$ cat config.mk
export PLATFORM = sky130hd
export DESIGN_NAME = ram_rd_check_flat
export DESIGN_NICKNAME = d
export VERILOG_FILES = /design/src/rtl/ram_rd_check_if.sv /design/src/rtl/ram_rd_check.sv /design/src/flat_wrapper.sv
export SDC_FILE = /design/constraint.sdc
export NUM_CORES = 1
export LEC_CHECK = 0
export ABC_AREA = 1
export BUFFER_PORTS_ARGS = -buffer_cell sky130_fd_sc_hd__clkbuf_2
export CORE_AREA = 4 4 46 79
export CTS_CLUSTER_DIAMETER = 120
export CTS_CLUSTER_SIZE = 25
export DETAILED_ROUTE_END_ITERATION = 10
export DIE_AREA = 0 0 50 83
export GPL_TIMING_DRIVEN = 0
export PLACE_DENSITY = 0.77
export SLEW_MARGIN = 5
export SYNTH_ARGS = -nofsm -noshare
export SYNTH_HDL_FRONTEND = slang
export SYNTH_SLANG_ARGS = --single-unit
$ cat constraint.sdc
create_clock -name clk -period 1.6 [get_ports clk]
set_input_delay 0.16 -clock clk [delete_from_list [all_inputs] [get_ports clk]]
set_output_delay 0.16 -clock clk [all_outputs]
set_load 0.01 [all_outputs]
$ cat src/rtl/ram_rd_check_if.sv
// ram_rd_check_if: single-port RAM read/write port shared by the RAM sequencers
interface ram_rd_check_if #(
  parameter int ADDR_W = 5,
  parameter int DATA_W = 8
);
  logic              ram_en;
  logic              ram_we;
  logic [ADDR_W-1:0] ram_addr;
  logic [DATA_W-1:0] ram_rd_data;
  modport master(output ram_en, ram_we, ram_addr, input ram_rd_data);
  modport slave(input ram_en, ram_we, ram_addr, output ram_rd_data);
endinterface

$ cat src/rtl/ram_rd_check.sv
// ram_rd_check: sweeps the RAM with reads, compares against addr+SEED; RD_CHECK_STOP_ON_ERR_EN stops on first mismatch
module ram_rd_check #(
  parameter int ADDR_W = 5,
  parameter int DATA_W = 8,
  parameter int DEPTH  = 32,
  parameter int RD_LAT = 1,
  parameter int SEED   = 0
) (
  input  logic              clk,
  input  logic              rst,
  input  logic              start,
  ram_rd_check_if.master    bus,
  output logic              busy,
  output logic              done,
  output logic              err_flag,
  output logic [ADDR_W:0]   err_cnt,
  output logic [ADDR_W-1:0] first_err_addr
);
  typedef enum logic [1:0] {IDLE, ISSUE, DRAIN, DONE} state_t;
  localparam logic [ADDR_W-1:0] LAST = ADDR_W'(DEPTH - 1);
  state_t            state;
  logic [RD_LAT-1:0] pv;
  logic [ADDR_W-1:0] pt [RD_LAT];
  logic              cv, cm, hit, stop;
  logic [ADDR_W-1:0] ct;
  logic [DATA_W-1:0] exp_d;
  assign bus.ram_we = 1'b0;
  assign exp_d = DATA_W'(pt[RD_LAT-1]) + DATA_W'(SEED);
`ifdef RD_CHECK_STOP_ON_ERR_EN
  assign hit  = cv & cm & ~err_flag;
  assign stop = hit;
`else
  assign hit  = cv & cm;
  assign stop = 1'b0;
`endif
  // track issued reads until their data returns, then register the compare
  always_ff @(posedge clk or posedge rst)
    if (rst) begin
      pv <= '0;
      for (int i = 0; i < RD_LAT; i++) pt[i] <= '0;
      cv <= 1'b0;
      cm <= 1'b0;
      ct <= '0;
    end else begin
      pv[0] <= bus.ram_en;
      pt[0] <= bus.ram_addr;
      for (int i = 1; i < RD_LAT; i++) begin
        pv[i] <= pv[i-1];
        pt[i] <= pt[i-1];
      end
      cv <= pv[RD_LAT-1];
      cm <= bus.ram_rd_data != exp_d;
      ct <= pt[RD_LAT-1];
    end
  // sweep sequencer and mismatch bookkeeping
  always_ff @(posedge clk or posedge rst)
    if (rst) begin
      state          <= IDLE;
      bus.ram_en     <= 1'b0;
      bus.ram_addr   <= '0;
      busy           <= 1'b0;
      done           <= 1'b0;
      err_flag       <= 1'b0;
      err_cnt        <= '0;
      first_err_addr <= '0;
    end else begin
      if (hit) begin
        err_cnt  <= err_cnt + {{ADDR_W{1'b0}}, ~&err_cnt};
        err_flag <= 1'b1;
        if (!err_flag) first_err_addr <= ct;
      end
      case (state)
        IDLE, DONE:
          if (start) begin
            state          <= ISSUE;
            bus.ram_en     <= 1'b1;
            bus.ram_addr   <= '0;
            busy           <= 1'b1;
            done           <= 1'b0;
            err_flag       <= 1'b0;
            err_cnt        <= '0;
            first_err_addr <= '0;
          end
        ISSUE:
          if (bus.ram_addr == LAST || stop) begin
            state      <= DRAIN;
            bus.ram_en <= 1'b0;
          end else bus.ram_addr <= bus.ram_addr + 1'b1;
        default:
          if (~|pv) begin
            state <= DONE;
            busy  <= 1'b0;
            done  <= 1'b1;
          end
      endcase
    end
endmodule
$ cat src/flat_wrapper.sv
// flat-port wrapper written by rule: the top's interface ports become plain ports
module ram_rd_check_flat 
#(
  parameter int ADDR_W = 5,
  parameter int DATA_W = 8,
  parameter int DEPTH  = 32,
  parameter int RD_LAT = 1,
  parameter int SEED   = 0
)
  (clk, rst, start, busy, done, err_flag, err_cnt, first_err_addr, bus_ram_en, bus_ram_we, bus_ram_addr, bus_ram_rd_data);
  ram_rd_check_if #(.ADDR_W(ADDR_W), .DATA_W(DATA_W)) bus_i ();
  input  logic clk;
  input  logic rst;
  input  logic start;
  output logic busy;
  output logic done;
  output logic err_flag;
  output logic [ADDR_W:0] err_cnt;
  output logic [ADDR_W-1:0] first_err_addr;
  output wire logic [$bits(bus_i.ram_en)-1:0] bus_ram_en;
  output wire logic [$bits(bus_i.ram_we)-1:0] bus_ram_we;
  output wire logic [$bits(bus_i.ram_addr)-1:0] bus_ram_addr;
  input wire logic [$bits(bus_i.ram_rd_data)-1:0] bus_ram_rd_data;
  assign bus_ram_en = bus_i.ram_en;
  assign bus_ram_we = bus_i.ram_we;
  assign bus_ram_addr = bus_i.ram_addr;
  assign bus_i.ram_rd_data = bus_ram_rd_data;
  ram_rd_check #(.ADDR_W(ADDR_W), .DATA_W(DATA_W), .DEPTH(DEPTH), .RD_LAT(RD_LAT), .SEED(SEED)) u_core (.clk(clk), .rst(rst), .start(start), .bus(bus_i), .busy(busy), .done(done), .err_flag(err_flag), .err_cnt(err_cnt), .first_err_addr(first_err_addr));
endmodule
==> metrics.txt, run 1 <==
# TYPE chip_impl_metric gauge
chip_impl_metric{name="grt_start_max_net_pins",unit=""} 36
chip_impl_info{name="worst-setup-path-type",value="flip-flop to flip-flop"} 1
chip_impl_metric{name="number_of_synthesized_flops_with_an_enable_pin",unit=""} 0
chip_impl_metric{name="numClockSinks",unit=""} 35
chip_impl_metric{name="transition_time_at_the_pin_with_the_least_slew_margin",unit="ns"} 0.693
chip_impl_info{name="failed_checks",value="negative hold slack"} 1
chip_impl_metric{name="yosysUniqueCellTypes",unit=""} 26
chip_impl_metric{name="cts_max_path_buffers",unit=""} 2
chip_impl_metric{name="wl_per_cell",unit="µm"} 10.4
chip_impl_metric{name="path_max_fanout",unit=""} 7
chip_impl_info{name="timing.critical_path.to_type",value="flip-flop"} 1
chip_impl_info{name="post-synth-top-count-cell",value="sky130_fd_sc_hd__dfrtp_1"} 1
chip_impl_metric{name="drt-initial-drc-count",unit=""} 14
chip_impl_metric{name="synthArstFlopShare",unit=""} 1.00
chip_impl_metric{name="drive_gt1_frac",unit=""} 0.302
chip_impl_metric{name="io_buffer_count",unit=""} 30
chip_impl_metric{name="globalRoute.totalOverflow",unit=""} 0
chip_impl_metric{name="layout-area-overhead-vs-synth",unit="%"} 23.5
chip_impl_metric{name="timing.critical_path.arrival",unit="ns"} 1.65
chip_impl_metric{name="clkSlewWorstSetupHoldPaths",unit="ns"} 0.07
chip_impl_metric{name="drv.max_cap_violation_count",unit=""} 0
chip_impl_metric{name="number_of_buffers_created_by_cts",unit=""} 5
chip_impl_info{name="synth-main-ff-cell",value="sky130_fd_sc_hd__dfrtp_1"} 1
chip_impl_metric{name="final.fill_count",unit=""} 266
chip_impl_metric{name="fin_ws",unit="ns"} 0.113
chip_impl_metric{name="seq_power_share",unit=""} 0.381
chip_impl_metric{name="layout_min_cycle_time",unit="ns"} 1.49
chip_impl_metric{name="p_comb_frac",unit=""} 0.403
chip_impl_metric{name="core_region_area",unit="mm²"} 0.00307
chip_impl_metric{name="power.density_cell_area",unit="mW/mm²"} 1910
chip_impl_info{name="cts-root-buf",value="sky130_fd_sc_hd__clkbuf_8"} 1
chip_impl_metric{name="total_power_consumption",unit="W"} 0.00368
chip_impl_metric{name="grt_pass1_wl",unit="mm"} 4.83
chip_impl_info{name="holdCritPathClass",value="input pin to asynchronous set/reset pin"} 1
chip_impl_metric{name="synth-warning-count",unit=""} 0
chip_impl_metric{name="synth_area",unit="mm²"} 0.00156
chip_impl_metric{name="first_pass_iters",unit=""} 4
chip_impl_info{name="tritoncts",value="built"} 1
chip_impl_metric{name="synth_fp_nets",unit=""} 188
chip_impl_metric{name="vdd_ir_drop_max",unit="V"} 0.00129
chip_impl_metric{name="maxClockFrequency",unit="MHz"} 673
chip_impl_metric{name="total_switching_power",unit="W"} 0.00140
chip_impl_metric{name="required",unit="ns"} 1.76
chip_impl_metric{name="slew_violations",unit=""} 0
chip_impl_metric{name="initial_antenna_violation_count",unit=""} 0
chip_impl_metric{name="endpoints_failing_setup",unit=""} 0
chip_impl_metric{name="clk_network_pwr_share",unit=""} 0.216
chip_impl_metric{name="final.period_utilization",unit=""} 0.929
chip_impl_metric{name="post_synth_inst_count",unit=""} 170
chip_impl_metric{name="synth_top_area_share",unit=""} 0.562
chip_impl_metric{name="slew-limit-headroom",unit=""} 0.537
chip_impl_metric{name="groute.usage.overall",unit=""} 0.149
chip_impl_metric{name="netSwitchingFraction",unit=""} 0.381
chip_impl_metric{name="ant_nets",unit=""} 0
chip_impl_metric{name="final_nets",unit=""} 229
chip_impl_info{name="synthTopCellsByArea",value="sky130_fd_sc_hd__dfrtp_1, sky130_fd_sc_hd__nor2_1, sky130_fd_sc_hd__nand2_1, sky130_fd_sc_hd__ha_1, sky130_fd_sc_hd__o21ai_1"} 1
chip_impl_metric{name="routabilityCongestion",unit=""} 0.735
chip_impl_info{name="start_kind",value="flip-flop"} 1
chip_impl_metric{name="wirelength",unit="mm"} 2.65
chip_impl_metric{name="hold_slack",unit="ns"} -0.0299
chip_impl_metric{name="grt_pass1_vias",unit=""} 1174
chip_impl_metric{name="multi_input_comb_area",unit="µm²"} 601
chip_impl_metric{name="cts_hold_buf",unit=""} 0
chip_impl_metric{name="dp_slack",unit="ns"} 0.00762
chip_impl_metric{name="initial_core_util",unit=""} 0.507
chip_impl_metric{name="ports_placed_on_the_boundary",unit=""} 32
chip_impl_metric{name="clk_latency",unit="ns"} 0.28
chip_impl_metric{name="p_int",unit="W"} 0.00228
chip_impl_metric{name="core.rowCount",unit=""} 27
chip_impl_metric{name="num_antenna_cells",unit=""} 0
chip_impl_metric{name="finalHoldViolCount",unit=""} 35
chip_impl_metric{name="leak",unit="nW"} 1.03
chip_impl_metric{name="route.detailed.vias_per_inst",unit=""} 4.72
chip_impl_metric{name="ff_latch_area",unit="µm²"} 880
chip_impl_metric{name="die_height",unit="µm"} 83
chip_impl_metric{name="final.setup_skew",unit="ns"} 0.0105
chip_impl_metric{name="h-tree-depth",unit=""} 2
chip_impl_metric{name="route.vias.total",unit=""} 1204
chip_impl_info{name="synth_top_area_cell",value="sky130_fd_sc_hd__dfrtp_1"} 1
chip_impl_metric{name="ys_seq_area_frac",unit=""} 0.562
chip_impl_metric{name="detailed_place_hpwl",unit="mm"} 2.08
chip_impl_info{name="ys_top_cells_by_count",value="sky130_fd_sc_hd__dfrtp_1, sky130_fd_sc_hd__nor2_1, sky130_fd_sc_hd__nand2_1"} 1
chip_impl_metric{name="die_width",unit="µm"} 50
chip_impl_metric{name="post-route-drc-count",unit=""} 0
chip_impl_metric{name="post_synthesis_register_bit_count",unit=""} 35
chip_impl_metric{name="synthesis.area_per_instance",unit="µm²"} 9.16
chip_impl_metric{name="area_enclosed_by_the_die_boundary",unit="mm²"} 0.00415
chip_impl_info{name="run_status",value="complete, but fails checks"} 1
[cells in the final DEF, fill, tap and decap left out, drive strengths merged, types with 2 or more instances in the layout]
cell	synthesis	final
a21oi	2	2
buf	2	6
clkbuf	0	36
nand2	32	32
inv	21	21
ha	7	7
xor2	2	2
nand3	12	12
nor3	2	2
dfrtp	35	35
nor2	32	32
o21ai	16	16
[sequential cells by signal, summed over array words and instances, names as in the netlist]
signal and count:
u_core.err_cnt 6, u_core.busy 1, u_core.cm 1, u_core.pt 5, u_core.state 2, u_core.first_err_addr 5, u_core.cv 1, u_core.bus.ram_en 1
u_core.done 1, u_core.pv 1, u_core.bus.ram_addr 5, u_core.ct 5, u_core.err_flag 1
[power groups by stage]
stage / clock network [W] / registers [W] / logic (W)
finish: 0.000793 / 0.00140 / 0.00148
global route: 0.000854 / 0.00145 / 0.00171
global placement: 0 / 0.00142 / 0.00138
CTS: 0.000814 / 0.00142 / 0.00143
floorplan: 0 / 0.00147 / 0.000957
detailed placement: 0 / 0.00143 / 0.00142
[critical path, cell delays in order (launching register included)]
cell,delay [ns]
sky130_fd_sc_hd__dfrtp_2,0.44
sky130_fd_sc_hd__ha_2,0.20
sky130_fd_sc_hd__nand2_1,0.08
sky130_fd_sc_hd__nor2_1,0.06
sky130_fd_sc_hd__ha_1,0.17
sky130_fd_sc_hd__inv_1,0.06
sky130_fd_sc_hd__nand2_2,0.08
sky130_fd_sc_hd__nand2_2,0.09
sky130_fd_sc_hd__nand2_4,0.07
sky130_fd_sc_hd__nand2_1,0.06
sky130_fd_sc_hd__o21ai_1,0.06
[metrics by stage]
| step | cells | instance area (µm²) | util | setup TNS, ns |
|---|---|---|---|---|
| finish | 255 | 1920 | 0.626 | 0 |
| CTS | 251 | 1880 | 0.612 | 0 |
| global route | 255 | 1920 | 0.626 | -0.00237 |
| detailed placement | 243 | 1760 | 0.573 | 0 |
| floorplan | 170 | 1560 | - | 0 |
| global placement | 243 | 1760 | 0.573 | 0 |
[worst paths after layout]
kind | startpoint | cells after the start | endpoint | slack (ns)
min reg2reg | u_core.pt[0] | 0 | u_core.ct[0] | 0.39
max reg2reg | u_core.bus.ram_addr[0] | 10 | u_core.bus.ram_addr[3] | 0.11
min in group clk | start | 4 | u_core.err_cnt[5] | 0.18
min | rst | 2 | u_core.bus.ram_addr[4] | -0.03
max | u_core.bus.ram_addr[0] | 10 | u_core.bus.ram_addr[3] | 0.11
max in group asynchronous | rst | 2 | u_core.err_cnt[2] | 1.13
[cells by family (layout without fill, tap and decap cells)]
kind of cell    after synthesis  after routing  synth area share
buf+inv                      23             65            0.0586
compound gates               19             19            0.0651
flops                        35             35             0.562
xor+xnor                      3              3            0.0169
fa+ha+maj                     7              7            0.0562
other cells                   1              1           0.00241
simple gates                 82             82             0.239
[layer usage]
metal,wire (µm),GRT usage,up-vias
li1,-,-,614
met1,1040,0.160,564
met2,1470,0.269,24
met3,124,0.0341,2
met4,19,0.0605,0
met5,0,0,-
[final cells by class]
cell class              count  share of cell area
plain buffers               2             0.00651
clock buffers               6              0.0429
clock inverters             2              0.0182
inverters                  21              0.0410
multi-input cells         112               0.312
flip-flops and latches     35               0.457
well taps                  43              0.0280
repair buffers             34              0.0937
[repair_timing]
action	4_1_cts	5_1_grt
setup endpoints to repair	1	12
gates resized for setup	1	6
pin swaps	0	1
setup buffers	0	4
Note: power is estimated with default switching activity, not from simulation.
==> run 2, diff against run 1 <==
==> constraint.sdc (replaced) <==
create_clock -name clk -period 1.7 [get_ports clk]
set_input_delay 0.17 -clock clk [delete_from_list [all_inputs] [get_ports clk]]
set_output_delay 0.17 -clock clk [all_outputs]
set_load 0.01 [all_outputs]
==> run 2 against run 1 <==
- the run still ends with negative hold slack left
- sequential power shrank 5%
- critical path type unchanged
- final cell count is 1.6% lower
- largest cell class unchanged
- register-to-register slack better by 0.03 ns
- worst setup slack better by 0.031 ns
- cell area shrank 2.2%
- sequential share of layout area grew 0.90 points
- highest routed layer unchanged
==> metrics.txt, run 2 (synthesis gave the netlist of run 1 again) <==
# TYPE chip_impl_metric gauge
chip_impl_metric{name="clk_latency",unit="ns"} 0.28
chip_impl_info{name="cell_at_the_slowest_stage_of_the_critical_path",value="sky130_fd_sc_hd__dfrtp_2"} 1
chip_impl_metric{name="globalRoute.totalOverflow",unit=""} 0
chip_impl_metric{name="initial_core_util",unit=""} 0.507
chip_impl_info{name="start_kind",value="flip-flop"} 1
chip_impl_metric{name="hold_slack",unit="ns"} -0.0190
chip_impl_metric{name="post-cts-setup-buffer-count",unit=""} 0
chip_impl_metric{name="layout-area-overhead-vs-synth",unit="%"} 20.7
chip_impl_metric{name="grt_pass1_wl",unit="mm"} 4.83
chip_impl_metric{name="leak",unit="nW"} 1.01
chip_impl_metric{name="finalHoldViolCount",unit=""} 32
chip_impl_metric{name="initial_antenna_violation_count",unit=""} 0
chip_impl_metric{name="detailed_place_hpwl",unit="mm"} 2.08
chip_impl_metric{name="multi_input_comb_area",unit="µm²"} 591
chip_impl_metric{name="final.setup_skew",unit="ns"} 0.00944
chip_impl_metric{name="drv.max_cap_violation_count",unit=""} 0
chip_impl_metric{name="wl_per_cell",unit="µm"} 10.4
chip_impl_info{name="run_status",value="complete, but fails checks"} 1
chip_impl_info{name="tritoncts",value="built"} 1
chip_impl_metric{name="grt_pass1_vias",unit=""} 1174
chip_impl_info{name="commonest_cells_after_routing_fill_and_taps_aside",value="sky130_fd_sc_hd__dfrtp_1, sky130_fd_sc_hd__nor2_1, sky130_fd_sc_hd__clkbuf_2"} 1
chip_impl_metric{name="ant_nets",unit=""} 0
chip_impl_info{name="grt_setup_unrepaired",value="false"} 1
chip_impl_metric{name="slew-limit-headroom",unit=""} 0.537
chip_impl_info{name="holdCritPathClass",value="input pin to asynchronous set/reset pin"} 1
chip_impl_metric{name="critical_path.max_stage_delay",unit="ns"} 0.45
chip_impl_metric{name="io_buffer_count",unit=""} 30
chip_impl_metric{name="drive_gt1_frac",unit=""} 0.264
chip_impl_metric{name="largest_register_ffs",unit=""} 6
chip_impl_metric{name="ports_placed_on_the_boundary",unit=""} 32
chip_impl_info{name="registers.top_by_ff_count",value="u_core.err_cnt"} 1
chip_impl_metric{name="maxClockFrequency",unit="MHz"} 643
chip_impl_metric{name="die_height",unit="µm"} 83
chip_impl_metric{name="layout_min_cycle_time",unit="ns"} 1.56
chip_impl_metric{name="route.vias.total",unit=""} 1184
chip_impl_metric{name="transition_time_at_the_pin_with_the_least_slew_margin",unit="ns"} 0.693
chip_impl_metric{name="ff_latch_area",unit="µm²"} 877
chip_impl_info{name="cts-root-buf",value="sky130_fd_sc_hd__clkbuf_8"} 1
chip_impl_metric{name="h-tree-depth",unit=""} 2
chip_impl_metric{name="wirelength",unit="mm"} 2.61
chip_impl_metric{name="final.period_utilization",unit=""} 0.915
chip_impl_metric{name="cts_max_path_buffers",unit=""} 2
chip_impl_metric{name="routabilityCongestion",unit=""} 0.735
chip_impl_metric{name="route.detailed.vias_per_inst",unit=""} 4.72
chip_impl_info{name="worst-setup-path-type",value="flip-flop to flip-flop"} 1
chip_impl_metric{name="core_region_area",unit="mm²"} 0.00307
chip_impl_metric{name="numClockSinks",unit=""} 35
chip_impl_metric{name="required",unit="ns"} 1.86
chip_impl_metric{name="die_width",unit="µm"} 50
chip_impl_metric{name="total_power_consumption",unit="W"} 0.00339
chip_impl_metric{name="path_max_fanout",unit=""} 7
chip_impl_metric{name="power.density_cell_area",unit="mW/mm²"} 1800
chip_impl_metric{name="drt-initial-drc-count",unit=""} 12
chip_impl_info{name="timing.critical_path.to_type",value="flip-flop"} 1
chip_impl_metric{name="finalSetupTns",unit="ns"} 0
chip_impl_metric{name="vdd_ir_drop_max",unit="V"} 0.00113
chip_impl_metric{name="clkSlewWorstSetupHoldPaths",unit="ns"} 0.07
chip_impl_metric{name="core.rowCount",unit=""} 27
chip_impl_metric{name="post-route-drc-count",unit=""} 0
chip_impl_metric{name="endpoints_failing_setup",unit=""} 0
chip_impl_metric{name="grt_start_max_net_pins",unit=""} 36
chip_impl_metric{name="number_of_buffers_created_by_cts",unit=""} 5
chip_impl_metric{name="final.fill_count",unit=""} 273
chip_impl_metric{name="groute.usage.overall",unit=""} 0.149
chip_impl_info{name="failed_checks",value="negative hold slack"} 1
chip_impl_metric{name="num_antenna_cells",unit=""} 0
chip_impl_metric{name="area_enclosed_by_the_die_boundary",unit="mm²"} 0.00415
chip_impl_info{name="timing.critical_path.cells",value="ha_1, nand2_1, nor2_1, ha_1, inv_1, nand2_2, nand2_2, nand2_4, nand2_1, o21ai_2"} 1
chip_impl_metric{name="first_pass_iters",unit=""} 4
chip_impl_info{name="layout_commonest_cell",value="sky130_fd_sc_hd__dfrtp_1"} 1
chip_impl_metric{name="final_nets",unit=""} 225
chip_impl_metric{name="slew_violations",unit=""} 0
chip_impl_metric{name="timing.critical_path.arrival",unit="ns"} 1.72
-- run 2: cell count changes in the layout (fill, tap and decap cells not counted) --
cell	change
sky130_fd_sc_hd__nor2_4	-1
sky130_fd_sc_hd__ha_2	-2
sky130_fd_sc_hd__inv_1	+1
sky130_fd_sc_hd__inv_2	-1
sky130_fd_sc_hd__dfrtp_2	-2
sky130_fd_sc_hd__nor2_2	+1
sky130_fd_sc_hd__dfrtp_1	+2
sky130_fd_sc_hd__buf_4	-4
sky130_fd_sc_hd__ha_1	+2
-- run 2: repair_timing --
item                       CTS  global route
gates resized for setup      0             1
setup endpoints to repair    0             4
hold buffers                 0             0
-- run 2: layer usage --
layer / wire [µm] / vias up / track usage
li1: - / 609 / -
met1: 1010 / 550 / 0.160
met2: 1450 / 23 / 0.269
met3: 127 / 2 / 0.0341
met4: 18 / 0 / 0.0605
met5: 0 / - / 0
-- run 2: worst paths after layout --
check                      slack (ns)              startpoint  cells past startpoint                      to
max                              0.14  u_core.bus.ram_addr[0]                     10  u_core.bus.ram_addr[0]
min                             -0.02                     rst                      2  u_core.bus.ram_addr[4]
max reg2reg                      0.14  u_core.bus.ram_addr[0]                     10  u_core.bus.ram_addr[0]
min reg2reg                      0.39            u_core.pt[0]                      0            u_core.ct[0]
max in group asynchronous        1.22                     rst                      2  u_core.bus.ram_addr[0]
min in group clk                 0.19                   start                      4       u_core.err_cnt[5]
-- run 2: through the flow --
stage	util	instance area [µm²]	worst slack [ns]	hold slack, ns	cells
floorplan	-	1560	0.222	0.324	170
global placement	0.573	1760	0.152	0.376	243
detailed placement	0.573	1760	0.108	0.381	243
CTS	0.611	1880	0.0999	0.179	251
global route	0.612	1880	0.0165	0.0505	251
finish	0.612	1880	0.144	-0.0190	251
-- run 2: area by class of cell --
| cell class | instances | share of cell area |
|---|---|---|
| Buffer | 2 | 0.00665 |
| Clock buffer | 6 | 0.0439 |
| Clock inverter | 2 | 0.0186 |
| Inverter | 21 | 0.0419 |
| Multi-Input combinational cell | 112 | 0.314 |
| Sequential cell | 35 | 0.466 |
| Tap cell | 43 | 0.0286 |
| Timing Repair Buffer | 30 | 0.0798 |
-- run 2: worst max-delay path: cells and delay by family, from the launching register on --
family          cells  cell delay, ns
flops               1            0.45
buf+inv             1            0.06
compound gates      1            0.05
fa+ha+maj           2            0.40
simple gates        6            0.47
-- run 2: power breakdown --
part           total [W]  switching [W]  internal [W]
Sequential       0.00133       0.000216       0.00111
Combinational    0.00132       0.000814      0.000506
Clock           0.000745       0.000271      0.000474
